File: config.mk
export PLATFORM = sky130hd
export DESIGN_NAME = bp_history_trainq_flat
export DESIGN_NICKNAME = d
export VERILOG_FILES = /design/src/rtl/bp_history_trainq_if.sv /design/src/rtl/bp_history_trainq.sv /design/src/flat_wrapper.sv
export SDC_FILE = /design/constraint.sdc
export NUM_CORES = 1
export LEC_CHECK = 0
export CORE_MARGIN = 8
export CORE_UTILIZATION = 59
export DETAILED_ROUTE_END_ITERATION = 8
export MAX_ROUTING_LAYER = met4
export PLACE_DENSITY_LB_ADDON = 0.15
export SLEW_MARGIN = 20
export SYNTH_ARGS = -nofsm -noshare
export SYNTH_HDL_FRONTEND = slang
export SYNTH_SLANG_ARGS = --single-unit
File: constraint.sdc
create_clock -name clk -period 10.4 [get_ports clk]
set_clock_uncertainty 0.2 [all_clocks]
set_input_delay 2.6 -clock clk [delete_from_list [all_inputs] [get_ports clk]]
set_output_delay 2.6 -clock clk [all_outputs]
set_load 0.03 [all_outputs]
File: src/rtl/bp_history_trainq_if.sv
// Bus bundle between the perceptron front-end controller and its fetch,
// predictor and branch-resolution neighbours.
interface bp_history_trainq_if #(
  parameter int unsigned HIST     = 28,
  parameter int unsigned TAG_BITS = 3
);
  logic                fe_valid;
  logic [31:0]         fe_pc;
  logic                fe_ready;
  logic                fe_pred_valid;
  logic                fe_pred_taken;
  logic [TAG_BITS-1:0] fe_pred_tag;
  logic                p_req_valid;
  logic [31:0]         p_req_pc;
  logic [HIST-1:0]     p_req_ghr;
  logic                p_req_ready;
  logic                p_pred_valid;
  logic                p_pred_taken;
  logic                p_train_valid;
  logic [31:0]         p_train_pc;
  logic                p_train_taken;
  logic [HIST-1:0]     p_train_ghr;
  logic                p_train_ready;
  logic                rs_valid;
  logic                rs_taken;
  logic                rs_ready;
  logic                rs_mispredict;
  logic [HIST-1:0]     spec_ghr;
  logic [HIST-1:0]     arch_ghr;

  modport master (
    output fe_valid, fe_pc, p_req_ready, p_pred_valid, p_pred_taken,
           p_train_ready, rs_valid, rs_taken,
    input  fe_ready, fe_pred_valid, fe_pred_taken, fe_pred_tag, p_req_valid,
           p_req_pc, p_req_ghr, p_train_valid, p_train_pc, p_train_taken,
           p_train_ghr, rs_ready, rs_mispredict, spec_ghr, arch_ghr
  );

  modport slave (
    input  fe_valid, fe_pc, p_req_ready, p_pred_valid, p_pred_taken,
           p_train_ready, rs_valid, rs_taken,
    output fe_ready, fe_pred_valid, fe_pred_taken, fe_pred_tag, p_req_valid,
           p_req_pc, p_req_ghr, p_train_valid, p_train_pc, p_train_taken,
           p_train_ghr, rs_ready, rs_mispredict, spec_ghr, arch_ghr
  );
endinterface

File: src/rtl/bp_history_trainq.sv
// Perceptron front-end controller: speculative/architectural GHRs, in-order
// in-flight branch FIFO, training queue, and mispredict repair.
module bp_history_trainq #(
  parameter int unsigned HIST     = 28,
  parameter int unsigned IF_DEPTH = 8,
  parameter int unsigned TQ_DEPTH = 4,
  parameter int unsigned TAG_BITS = $clog2(IF_DEPTH)
) (
  input  logic              clk,
  input  logic              rst,
  bp_history_trainq_if.slave bus
);
  localparam int unsigned IF_CW = $clog2(IF_DEPTH + 1);
  localparam int unsigned TQ_PW = $clog2(TQ_DEPTH);
  localparam int unsigned TQ_CW = $clog2(TQ_DEPTH + 1);

  localparam logic [1:0] S_IDLE      = 2'd0;
  localparam logic [1:0] S_WAIT_PRED = 2'd1;
  localparam logic [1:0] S_WAIT_DROP = 2'd2;

  logic [1:0]          state_q, state_d;
  logic [HIST-1:0]     spec_q, spec_d, arch_q, arch_d, snap_ghr_q, snap_ghr_d;
  logic [31:0]         snap_pc_q, snap_pc_d;
  logic [TAG_BITS-1:0] if_wr_q, if_wr_d, if_rd_q, if_rd_d;
  logic [IF_CW-1:0]    if_cnt_q, if_cnt_d;
  logic [TQ_PW-1:0]    tq_wr_q, tq_wr_d, tq_rd_q, tq_rd_d;
  logic [TQ_CW-1:0]    tq_cnt_q, tq_cnt_d;

  logic [31:0]     if_pc_mem   [IF_DEPTH];
  logic [HIST-1:0] if_ghr_mem  [IF_DEPTH];
  logic            if_pred_mem [IF_DEPTH];
  logic [31:0]     tq_pc_mem   [TQ_DEPTH];
  logic [HIST-1:0] tq_ghr_mem  [TQ_DEPTH];
  logic            tq_tkn_mem  [TQ_DEPTH];

  logic if_full, tq_full, tq_nonempty, train_sel, req_valid, req_fire, train_fire;
  logic rs_rdy, rs_fire, misp, pred_fire;

  // Arbitration: training drains when fetch is idle or either queue backs up.
  always_comb begin
    if_full     = (if_cnt_q == IF_CW'(IF_DEPTH));
    tq_full     = (tq_cnt_q == TQ_CW'(TQ_DEPTH));
    tq_nonempty = (tq_cnt_q != '0);
    train_sel   = (state_q == S_IDLE) && tq_nonempty && (!bus.fe_valid || tq_full || if_full);
    req_valid   = (state_q == S_IDLE) && bus.fe_valid && !train_sel && !if_full;
    req_fire    = req_valid && bus.p_req_ready;
    train_fire  = train_sel && bus.p_train_ready;
    rs_rdy      = (if_cnt_q != '0) && !tq_full;
    rs_fire     = bus.rs_valid && rs_rdy;
    misp        = rs_fire && (bus.rs_taken != if_pred_mem[if_rd_q]);
    pred_fire   = (state_q == S_WAIT_PRED) && bus.p_pred_valid && !misp;
  end

  always_comb begin
    state_d    = state_q;
    spec_d     = spec_q;
    arch_d     = arch_q;
    snap_pc_d  = snap_pc_q;
    snap_ghr_d = snap_ghr_q;
    if_wr_d    = if_wr_q;
    if_rd_d    = if_rd_q;
    if_cnt_d   = if_cnt_q;
    tq_wr_d    = tq_wr_q;
    tq_rd_d    = tq_rd_q;
    tq_cnt_d   = tq_cnt_q;

    case (state_q)
      S_IDLE: begin
        if (req_fire) begin
          state_d    = S_WAIT_PRED;
          snap_pc_d  = bus.fe_pc;
          snap_ghr_d = spec_q;
        end
      end
      S_WAIT_PRED: begin
        if (bus.p_pred_valid) state_d = S_IDLE;
        else if (misp)        state_d = S_WAIT_DROP;
      end
      S_WAIT_DROP: begin
        if (bus.p_pred_valid) state_d = S_IDLE;
      end
      default: state_d = S_IDLE;
    endcase

    if (pred_fire) begin
      if_wr_d = if_wr_q + TAG_BITS'(1);
      spec_d  = {spec_q[HIST-2:0], bus.p_pred_taken};
    end

    // A mispredict discards every younger in-flight branch and rebuilds spec history.
    if (misp) begin
      if_rd_d  = if_wr_q;
      if_cnt_d = '0;
      spec_d   = {arch_q[HIST-2:0], bus.rs_taken};
    end else if (rs_fire) begin
      if_rd_d = if_rd_q + TAG_BITS'(1);
      if (!pred_fire) if_cnt_d = if_cnt_q - IF_CW'(1);
    end else if (pred_fire) begin
      if_cnt_d = if_cnt_q + IF_CW'(1);
    end

    if (rs_fire) begin
      arch_d  = {arch_q[HIST-2:0], bus.rs_taken};
      tq_wr_d = tq_wr_q + TQ_PW'(1);
    end
    if (train_fire) tq_rd_d = tq_rd_q + TQ_PW'(1);
    if (rs_fire && !train_fire)      tq_cnt_d = tq_cnt_q + TQ_CW'(1);
    else if (train_fire && !rs_fire) tq_cnt_d = tq_cnt_q - TQ_CW'(1);
  end

  always_ff @(posedge clk) begin
    if (rst) begin
      state_q    <= S_IDLE;
      spec_q     <= '0;
      arch_q     <= '0;
      snap_pc_q  <= '0;
      snap_ghr_q <= '0;
      if_wr_q    <= '0;
      if_rd_q    <= '0;
      if_cnt_q   <= '0;
      tq_wr_q    <= '0;
      tq_rd_q    <= '0;
      tq_cnt_q   <= '0;
    end else begin
      state_q    <= state_d;
      spec_q     <= spec_d;
      arch_q     <= arch_d;
      snap_pc_q  <= snap_pc_d;
      snap_ghr_q <= snap_ghr_d;
      if_wr_q    <= if_wr_d;
      if_rd_q    <= if_rd_d;
      if_cnt_q   <= if_cnt_d;
      tq_wr_q    <= tq_wr_d;
      tq_rd_q    <= tq_rd_d;
      tq_cnt_q   <= tq_cnt_d;
    end
  end

  // Payload storage carries no reset; occupancy is tracked by the counters.
  always_ff @(posedge clk) begin
    if (pred_fire) begin
      if_pc_mem[if_wr_q]   <= snap_pc_q;
      if_ghr_mem[if_wr_q]  <= snap_ghr_q;
      if_pred_mem[if_wr_q] <= bus.p_pred_taken;
    end
    if (rs_fire) begin
      tq_pc_mem[tq_wr_q]  <= if_pc_mem[if_rd_q];
      tq_ghr_mem[tq_wr_q] <= if_ghr_mem[if_rd_q];
      tq_tkn_mem[tq_wr_q] <= bus.rs_taken;
    end
  end

  // Every output is forced low while reset is asserted.
  assign bus.fe_ready      = !rst && req_fire;
  assign bus.fe_pred_valid = !rst && pred_fire;
  assign bus.fe_pred_taken = !rst && pred_fire && bus.p_pred_taken;
  assign bus.fe_pred_tag   = rst ? '0 : if_wr_q;
  assign bus.p_req_valid   = !rst && req_valid;
  assign bus.p_req_pc      = rst ? '0 : bus.fe_pc;
  assign bus.p_req_ghr     = rst ? '0 : spec_q;
  assign bus.p_train_valid = !rst && train_sel;
  assign bus.p_train_pc    = rst ? '0 : tq_pc_mem[tq_rd_q];
  assign bus.p_train_taken = !rst && tq_tkn_mem[tq_rd_q];
  assign bus.p_train_ghr   = rst ? '0 : tq_ghr_mem[tq_rd_q];
  assign bus.rs_ready      = !rst && rs_rdy;
  assign bus.rs_mispredict = !rst && misp;
  assign bus.spec_ghr      = rst ? '0 : spec_q;
  assign bus.arch_ghr      = rst ? '0 : arch_q;
endmodule

File: src/flat_wrapper.sv
// flat-port wrapper written by rule: the top's interface ports become plain ports
module bp_history_trainq_flat 
#(
  parameter int unsigned HIST     = 28,
  parameter int unsigned IF_DEPTH = 8,
  parameter int unsigned TQ_DEPTH = 4,
  parameter int unsigned TAG_BITS = $clog2(IF_DEPTH)
)
  (clk, rst, bus_fe_valid, bus_fe_pc, bus_p_req_ready, bus_p_pred_valid, bus_p_pred_taken, bus_p_train_ready, bus_rs_valid, bus_rs_taken, bus_fe_ready, bus_fe_pred_valid, bus_fe_pred_taken, bus_fe_pred_tag, bus_p_req_valid, bus_p_req_pc, bus_p_req_ghr, bus_p_train_valid, bus_p_train_pc, bus_p_train_taken, bus_p_train_ghr, bus_rs_ready, bus_rs_mispredict, bus_spec_ghr, bus_arch_ghr);
  bp_history_trainq_if #(.HIST(HIST), .TAG_BITS(TAG_BITS)) bus_i ();
  input  logic clk;
  input  logic rst;
  input wire logic [$bits(bus_i.fe_valid)-1:0] bus_fe_valid;
  input wire logic [$bits(bus_i.fe_pc)-1:0] bus_fe_pc;
  input wire logic [$bits(bus_i.p_req_ready)-1:0] bus_p_req_ready;
  input wire logic [$bits(bus_i.p_pred_valid)-1:0] bus_p_pred_valid;
  input wire logic [$bits(bus_i.p_pred_taken)-1:0] bus_p_pred_taken;
  input wire logic [$bits(bus_i.p_train_ready)-1:0] bus_p_train_ready;
  input wire logic [$bits(bus_i.rs_valid)-1:0] bus_rs_valid;
  input wire logic [$bits(bus_i.rs_taken)-1:0] bus_rs_taken;
  output wire logic [$bits(bus_i.fe_ready)-1:0] bus_fe_ready;
  output wire logic [$bits(bus_i.fe_pred_valid)-1:0] bus_fe_pred_valid;
  output wire logic [$bits(bus_i.fe_pred_taken)-1:0] bus_fe_pred_taken;
  output wire logic [$bits(bus_i.fe_pred_tag)-1:0] bus_fe_pred_tag;
  output wire logic [$bits(bus_i.p_req_valid)-1:0] bus_p_req_valid;
  output wire logic [$bits(bus_i.p_req_pc)-1:0] bus_p_req_pc;
  output wire logic [$bits(bus_i.p_req_ghr)-1:0] bus_p_req_ghr;
  output wire logic [$bits(bus_i.p_train_valid)-1:0] bus_p_train_valid;
  output wire logic [$bits(bus_i.p_train_pc)-1:0] bus_p_train_pc;
  output wire logic [$bits(bus_i.p_train_taken)-1:0] bus_p_train_taken;
  output wire logic [$bits(bus_i.p_train_ghr)-1:0] bus_p_train_ghr;
  output wire logic [$bits(bus_i.rs_ready)-1:0] bus_rs_ready;
  output wire logic [$bits(bus_i.rs_mispredict)-1:0] bus_rs_mispredict;
  output wire logic [$bits(bus_i.spec_ghr)-1:0] bus_spec_ghr;
  output wire logic [$bits(bus_i.arch_ghr)-1:0] bus_arch_ghr;
  assign bus_i.fe_valid = bus_fe_valid;
  assign bus_i.fe_pc = bus_fe_pc;
  assign bus_i.p_req_ready = bus_p_req_ready;
  assign bus_i.p_pred_valid = bus_p_pred_valid;
  assign bus_i.p_pred_taken = bus_p_pred_taken;
  assign bus_i.p_train_ready = bus_p_train_ready;
  assign bus_i.rs_valid = bus_rs_valid;
  assign bus_i.rs_taken = bus_rs_taken;
  assign bus_fe_ready = bus_i.fe_ready;
  assign bus_fe_pred_valid = bus_i.fe_pred_valid;
  assign bus_fe_pred_taken = bus_i.fe_pred_taken;
  assign bus_fe_pred_tag = bus_i.fe_pred_tag;
  assign bus_p_req_valid = bus_i.p_req_valid;
  assign bus_p_req_pc = bus_i.p_req_pc;
  assign bus_p_req_ghr = bus_i.p_req_ghr;
  assign bus_p_train_valid = bus_i.p_train_valid;
  assign bus_p_train_pc = bus_i.p_train_pc;
  assign bus_p_train_taken = bus_i.p_train_taken;
  assign bus_p_train_ghr = bus_i.p_train_ghr;
  assign bus_rs_ready = bus_i.rs_ready;
  assign bus_rs_mispredict = bus_i.rs_mispredict;
  assign bus_spec_ghr = bus_i.spec_ghr;
  assign bus_arch_ghr = bus_i.arch_ghr;
  bp_history_trainq #(.HIST(HIST), .IF_DEPTH(IF_DEPTH), .TQ_DEPTH(TQ_DEPTH), .TAG_BITS(TAG_BITS)) u_core (.clk(clk), .rst(rst), .bus(bus_i));
endmodule
# After elaboration in Yosys (flattened, before gate mapping)

Memories as Yosys holds them, arrays and structs flattened. A register that Yosys moved wholly into a read port is not among the register bits.
Index checks and enable logic that the tools add are counted.

Add/subtract/negate cells: 8
Eq/ne operators: 9
Mux-type cells: 36
Reduce and logical (&&, ||, !) cells: 43

Operators by type and width:

| kind                | number |
|---|---|
| $mux 28             | 5 |
| $mux 32             | 2 |
| $mux 3              | 11 |
| $logic_and 1x1->1   | 22 |
| $mux 2              | 10 |
| $mux 4              | 3 |
| $add 3x1->3 const B | 3 |
| $logic_not 1->1     | 8 |
| $reduce_bool 2->1   | 4 |
| $pmux 2 s3          | 1 |
| $add 2x1->2 const B | 2 |
| $add 4x1->4 const B | 1 |
| $eq 4x4->1 const B  | 1 |
| $mux 1              | 4 |
| $ne 2x2->1 const B  | 2 |
| $reduce_and 2->1    | 2 |
| $reduce_bool 4->1   | 1 |
| $sub 4x1->4 const B | 1 |
| $eq 3x3->1 const B  | 1 |
| $ne 3x2->1 const B  | 1 |
| $reduce_and 3->1    | 1 |
| $reduce_bool 3->1   | 1 |
| $sub 3x1->3 const B | 1 |
| $eq 2x1->1 const B  | 1 |
| other kinds (6)     | 7 |

Flip-flop bits (word level): 135
RAM bits: 732
Input port bits: 41
Output and inout port bits: 187
Memories: 6

Memory list:

| name               | words | width | rd ports | clocked after memory_dff | write ports | RTL line                | text |
|---|---|---|---|---|---|---|---|
| u_core.if_pc_mem   | 8     | 32    | 1        | 1                        | 1           | bp_history_trainq.sv:29 | `logic [31:0] if_pc_mem [IF_DEPTH];` |
| u_core.if_ghr_mem  | 8     | 28    | 1        | 1                        | 1           | bp_history_trainq.sv:30 | `logic [HIST-1:0] if_ghr_mem [IF_DEPTH];` |
| u_core.tq_pc_mem   | 4     | 32    | 1        | 1                        | 1           | bp_history_trainq.sv:32 | `logic [31:0] tq_pc_mem [TQ_DEPTH];` |
| u_core.tq_ghr_mem  | 4     | 28    | 1        | 1                        | 1           | bp_history_trainq.sv:33 | `logic [HIST-1:0] tq_ghr_mem [TQ_DEPTH];` |
| u_core.if_pred_mem | 8     | 1     | 1        | 1                        | 1           | bp_history_trainq.sv:31 | `logic if_pred_mem [IF_DEPTH];` |
| u_core.tq_tkn_mem  | 4     | 1     | 1        | 1                        | 1           | bp_history_trainq.sv:34 | `logic tq_tkn_mem [TQ_DEPTH];` |

# Longest topological paths before layout

Gate-level depths: netlist of run 1.

Depth after elaboration: 10
Depth in mapped cells: 11
Gate-level depth less buffers: 9

# Worst setup path after synthesis of run 1

OpenSTA, ideal clock, no wires.

Kind: input port to flip-flop
Start point: input bus_p_pred_valid
End point: memory u_core.if_ghr_mem[1][0] (enable)
Setup time: 0.555 ns
Data arrival time: 7.616 ns
Slack: 2.029 ns
Stages: 5
Cells stage by stage: and3b_1 -> clkbuf_1 -> clkbuf_1 -> nand3_1 -> nor3_1

Cells in the longest elaborated chain, start to end: 4

RTL lines:

| element                        | RTL line                 | text |
|---|---|---|
| start, declared                | flat_wrapper.sv:16       | `input wire logic [$bits(bus_i.p_pred_valid)-1:0] bus_p_pred_valid;` |
| $logic_and 1x1->1 (2 in a row) | bp_history_trainq.sv:51  | `pred_fire = (state_q == S_WAIT_PRED) && bus.p_pred_valid && !misp;` |
| $mux 1                         | bp_history_trainq.sv:141 | `if (pred_fire) begin` |
| $mux 1 (implied by the code)   | bp_history_trainq.sv:143 | `if_ghr_mem[if_wr_q] <= snap_ghr_q;` |
| end, declared                  | bp_history_trainq.sv:30  |  |

No other way between the ends.

# Final worst setup path of run 1

Start point: input bus_p_pred_valid
End point: output bus_fe_pred_taken

Cells in the longest elaborated chain, start to end: 4

RTL lines:

| element                        | RTL line                 | text |
|---|---|---|
| $logic_and 1x1->1 (2 in a row) | bp_history_trainq.sv:51  |  |
| $logic_and 1x1->1 (2 in a row) | bp_history_trainq.sv:156 | `assign bus.fe_pred_taken = !rst && pred_fire && bus.p_pred_taken;` |
| end, declared                  | flat_wrapper.sv:23       | `output wire logic [$bits(bus_i.fe_pred_taken)-1:0] bus_fe_pred_taken;` |

No other way between the ends.

==> results of run 1 <==
-- registers in the layout (all words and copies together), names as in the netlist, named ones only --
register / flops
u_core.if_cnt_q: 4
u_core.tq_rd_q: 2
u_core.state_q: 2
u_core.if_ghr_mem: 224
u_core.arch_q: 28
u_core.tq_tkn_mem: 4
u_core.if_pc_mem: 256
u_core.if_rd_q: 3
u_core.tq_cnt_q: 3
u_core.tq_wr_q: 2
u_core.if_wr_q: 3
u_core.if_pred_mem: 8
u_core.snap_pc_q: 32
u_core.tq_ghr_mem: 112
u_core.spec_q: 28
u_core.snap_ghr_q: 28
u_core.tq_pc_mem: 128
-- critical path: cells and delay by family --
family	cells	cell delay (ps)
simple gates	3	1380
buf+inv	2	1230
-- power breakdown --
| part | internal [mW] | leakage [nW] | switching (mW) |
|---|---|---|---|
| logic | 0.929 | 3.23 | 1.09 |
| clock network | 1.76 | 1.32 | 1.21 |
| registers | 4.18 | 7.82 | 0.248 |
-- area by class of cell --
cell class              instances  area, um^2
flip-flops and latches        872       24800
fillers                      3473       17000
multi-input cells             891        8360
repair buffers                256        2630
clock buffers                 131        2470
well taps                     756         946
clock inverters                23         239
inverters                       8        30.0
diodes                          1        2.50
-- logic make-up after synthesis --
| family | after synthesis | share of synthesized area |
|---|---|---|
| muxes | 254 | 0.146 |
| AOI/OAI and AO/OA | 135 | 0.0234 |
| buffers and inverters | 150 | 0.0206 |
| and+or+nand+nor | 481 | 0.0685 |
| DFF | 872 | 0.735 |
| adders and majority gates | 11 | 0.00452 |
| xor gates and xnor gates | 10 | 0.00260 |
-- cells in the mapped netlist (all sizes together), types with 2 or more instances --
cell,instances
o21ai,4
or3,4
xnor2,4
buf,56
nor3,7
mux4,183
nor4,4
and3b,2
a21oi,99
ha,9
nor2,49
mux2i,7
nand2b,2
mux2,64
a311oi,26
and3,3
xor2,6
nand3,7
edfxtp,732
nor2b,155
nor3b,2
inv,8
fa,2
dfxtp,140
clkbuf,86
nand2,235
a31oi,2
and2,5
-- through the flow --
step	utilization	hold WS, ps	setup slack [ps]
after global placement	0.648	245	2420
after floorplan	-	232	2030
after detailed placement	0.651	263	2380
final	0.699	270	2380
after global routing	0.699	301	2230
after CTS	0.699	272	2360
-- layout by cell type, fill, tap and decap left out, types with 5 or more instances in the layout --
cell type	synthesis	routed
edfxtp_1	732	732
nand3_1	7	5
clkinv_2	0	10
clkbuf_8	0	9
a21oi_1	99	99
buf_4	29	21
nand2_1	235	235
nor2b_1	155	155
mux4_2	183	183
bufinv_16	0	5
clkbuf_16	0	89
clkinv_1	0	7
nor2_4	0	6
inv_1	8	7
mux2i_1	6	6
nor3_1	6	5
ha_1	9	9
dfxtp_1	140	135
xor2_1	6	6
nor2_1	49	43
mux2_2	60	60
dfxtp_4	0	5
a311oi_1	26	26
clkbuf_1	86	33
clkdlybuf4s50_1	0	226
-- path summary, 6_finish.rpt --
kind,to
setup / recovery,bus_fe_pred_taken
hold / removal,u_core.arch_q[3]
setup reg to reg,u_core.if_ghr_mem[3][4]
hold reg to reg,u_core.arch_q[3]
-- per-layer routing --
layer  vias to the layer above  global-route usage  share of wire
met5                         -                   -              0
met4                         0              0.0697          0.022
met3                        96              0.0375          0.066
met2                       618               0.377           0.50
met1                      9015               0.305           0.41
li1                       7725                   -              -
==> results.toml, run 1 <==
[route]
drc_errors = 0
vias_per_cell = 5.94
drt_first_pass_iters = 5
ant_nets = 0
drt-total-wl_mm = 72.9
drt-initial-drc-count = 1610
vias = 17500
wl_per_cell_um = 24.8

[logic_synthesis]
synth-edff-count = 732
synth_ff_type = "edfxtp_1"
synthArstFlopShare = 0
synth_nets = 1965
avgSynthCellArea_um2 = 17.6
synth_largest_area_cell = "edfxtp_1"
synth_seq_cells = 872
synth_cells = 1913
synth_cell_types = 46
yosys-top-cells-area = "edfxtp_1 (65%), mux4_2 (12%), dfxtp_1 (8.3%)"
netlist_area_um2 = 33700
synth-seq-area-share = 0.735
netlist.area_leader.share = 0.651
yosysWarnings = 0

[sta]
tightest_slew_ps = 1060
hold_viol_final = 0
rsz0062_at_grt = "false"
slew_headroom = 0.296
fin_crit_ps = 8020
setup_viol_count_final = 0
max_freq_mhz = 125
finalSetupTns_ps = 0
period_share = 0.771
drv_slew = 0

[power]
power.leakage_nw = 12.4
vdd_drop_max_v = 0.000157
finalPower_mw = 9.42
p_per_area_nw_per_um2 = 238

[clock_tree]
cts_root_buf = "clkbuf_16"
clkLatencyLatePin_ps = 610
cts_resized = 0
clk_pin_slew_ps = 60
cts_setup_buffers = 0
postCtsHoldBufs = 0
cts_tree = "built"
cts_max_path_buffers = 3
htreeDepth = 3
cts.sinks = 872
numCtsBuffers = 83

[min_path]
hold_path.class = "reg -> reg"
holdPathStages = 2
min_from = "u_core.arch_q[2]"

[critical_path]
end_kind = "primary output"
critPathMaxFanout = 33
crit_path_start = "bus_p_pred_valid"
crit_chain = "clkdlybuf4s50_1, and3b_2, nand2_1, nor3b_1, clkdlybuf4s50_1"
start_kind = "input port"
slowest_delay_ps = 770
crit_path_top_delay_cell = "and3b_2"
r2r_slack_ps = 5060
cp_common_cell = "clkdlybuf4s50_1"
cp.required_ps = 7600
cp.arrival_ps = 5220
critical_path_class = "in -> out"
reg2regPathDepth = 7

[die]
row_count = 87
top_level_ports = 228
core_um2 = 56500
die_x_um = 255
die_area_um2 = 65100
die_h_um = 255
start_util = 0.597

[job]
cap_viol_max_count = 0

[global_routing]
antenna_found_initial = 2
grt_pass1_wl_mm = 110
first_global_vias = 18100
grt_max_degree = 120
grt_usage = 0.232
overflow = 0

[finish]
layout.cells.non_filler = 2938
area_delta_synth_final_pct = 17.0
nets = 2164
drive_gt1_frac = 0.191
final_cell_area_um2 = 39500

[run_status]
status = "complete, no violations"

[placement]
place_inst = 2783
io_buffer_count = 227
place_hpwl_mm = 41.3
gp_congestion = 0.760
place_area_um2 = 36800
No activity file was read; power rests on OpenSTA's default activity.
==> run 2: changes to the inputs <==
Settings changed: CORE_UTILIZATION 59 to 53.
Clock period 10.4 ns to 6.8 ns, I/O delays scaled along.
==> run 2 against run 1 <==
  * Clock-buffer cell count is 19 lower
  * Core utilization is 6.9 points lower
  * Worst hold slack worse by 3.7 ps
  * Cell count is 3.3% higher
  * Setup slack worse by 1700 ps
  * Die area is 11% higher
  * Combinational power is 58% higher
  * Wire length is 2.7% higher
==> results.toml, run 2 (synthesis results as in run 1) <==
[critical_path]
slowest_delay_ps = 770
critical_path_class = "in -> out"
crit_path_top_delay_cell = "clkdlybuf4s50_1"
worst-path-buf-inv = 2
crit_path_start = "bus_rs_taken"
endpoint = "bus_fe_pred_taken"
crit_cells = 6
cp.arrival_ps = 4260
critPathMaxFanout = 9
reg2regPathDepth = 6
cp_common_cell = "clkdlybuf4s50_1"
r2r-end = "u_core.if_ghr_mem[0][24]"
start_kind = "input port"
crit_chain = "clkdlybuf4s50_1, nor4_1, mux2i_4, nand2_1, nor3b_1, clkdlybuf4s50_1"
end_kind = "primary output"
r2r_slack_ps = 2770
path_delay_family = "buffers and inverters"
cp.required_ps = 4900

[die]
die_h_um = 268
core_um2 = 63000
die_x_um = 268
start_util = 0.536
die_area_um2 = 72000
top_level_ports = 228
row_count = 92

[power]
vdd_drop_max_v = 0.000247
p_per_area_nw_per_um2 = 366
power.leakage_nw = 12.4

[clock_tree]
cts_root_buf = "clkbuf_16"
cts_resized = 0
postCtsHoldBufs = 0
cts.sinks = 872
clkLatencyLatePin_ps = 610
cts_max_path_buffers = 3
numCtsBuffers = 84
cts_tree = "built"
clk_pin_slew_ps = 70
cts_setup_buffers = 0
htreeDepth = 3

[finish]
top_register = "u_core.if_pc_mem"
final_cell_area_um2 = 39600
final_common_cell = "edfxtp_1"
area_delta_synth_final_pct = 17.5
layout_common_cells = "edfxtp_1 (732), nand2_1 (235), clkdlybuf4s50_1 (226)"
largest_register_ffs = 256
top_regs = "u_core.if_pc_mem (256), u_core.if_ghr_mem (224), u_core.tq_pc_mem (128)"
drive_gt1_frac = 0.199
nets = 2172
utilization = 0.629

[placement]
gp_congestion = 0.748
place_area_um2 = 36900
io_buffer_count = 227
place_hpwl_mm = 42.0

[global_routing]
antenna_found_initial = 0
grt_pass1_wl_mm = 113
grt_max_degree = 92
overflow = 0
first_global_vias = 18700
grt_usage = 0.215

[route]
top_layer = "met4"
wl_met2_mm = 38.3
vias_per_cell = 5.79
dr_wl_met3_mm = 4.60
drc_errors = 0
wl_per_cell_um = 24.6
drt_first_pass_iters = 5
drt-initial-drc-count = 1454
wl_met1_mm = 30.6
drt-total-wl_mm = 74.8
vias = 17600
ant_nets = 0

[min_path]
hold_path.class = "reg -> reg"
holdPathStages = 2

[sta]
rsz0062_at_grt = "false"
slew_headroom = 0.254
tightest_slew_ps = 1120
max_freq_mhz = 162
period_share = 0.905
drv_slew = 0
setup_viol_count_final = 0
finalSetupTns_ps = 0
hold_viol_final = 0
fin_crit_ps = 6160

[job]
cap_viol_max_count = 0

[run_status]
status = "complete, no violations"
-- run 2: cell count changes in the layout (fill, tap and decap cells not counted) --
cell	previous run	this run
clkinv_2	10	15
buf_16	4	0
clkbuf_16	89	87
clkbuf_8	9	8
and3_4	0	1
and3_2	1	0
clkinv_4	0	1
clkinvlp_4	1	7
clkinv_1	7	11
bufinv_16	5	8
nor3_4	1	2
buf_4	21	32
clkbuf_1	33	17
nor3_2	1	0
-- run 2: where the power goes --
| part | switching (mW) | internal, mW |
|---|---|---|
| clock network | 1.92 | 2.74 |
| logic | 1.75 | 1.42 |
| registers | 0.297 | 6.40 |
-- run 2: area by class of cell --
class	instances	area, um^2
antenna	1	2.50
clock buffer	112	2350
clock inverter	42	423
fill	4465	23300
inverter	8	30.0
multi-input combinational	891	8370
sequential	872	24800
tap	846	1060
timing repair buffer	263	2600
-- run 2: worst min-delay path by stage --
stage,endpoint,from
after floorplan,u_core.arch_q[27],u_core.arch_q[27]
after global placement,u_core.arch_q[27],u_core.arch_q[27]
after detailed placement,u_core.arch_q[27],u_core.arch_q[27]
after CTS,u_core.arch_q[27],u_core.arch_q[27]
after global routing,u_core.arch_q[2],u_core.arch_q[2]
final,u_core.arch_q[27],u_core.arch_q[27]
-- run 2: routing by layer --
| layer | GRT usage | vias to the layer above |
|---|---|---|
| met5 | - | - |
| met4 | 0.0563 | 0 |
| met3 | 0.0309 | 107 |
| met2 | 0.360 | 587 |
| met1 | 0.277 | 9138 |
| li1 | - | 7728 |
-- run 2: per-stage QoR --
stage	hold slack (ps)	total power, mW	worst slack [ps]	std cells
6_report	267	14.5	643	3035
2_1_floorplan	232	8.94	961	1913
5_1_grt	290	15.1	520	3034
3_3_place_gp	242	9.95	652	2880
3_5_place_dp	260	10.0	569	2880
4_1_cts	269	14.7	565	3034
-- run 2: worst register-to-register path: stages, from the launching register on --
cell	delay (ps)
dfxtp_4	770
mux4_2	430
mux2_4	340
mux2_4	390
or3_4	430
nor3_4	620
buf_4	480
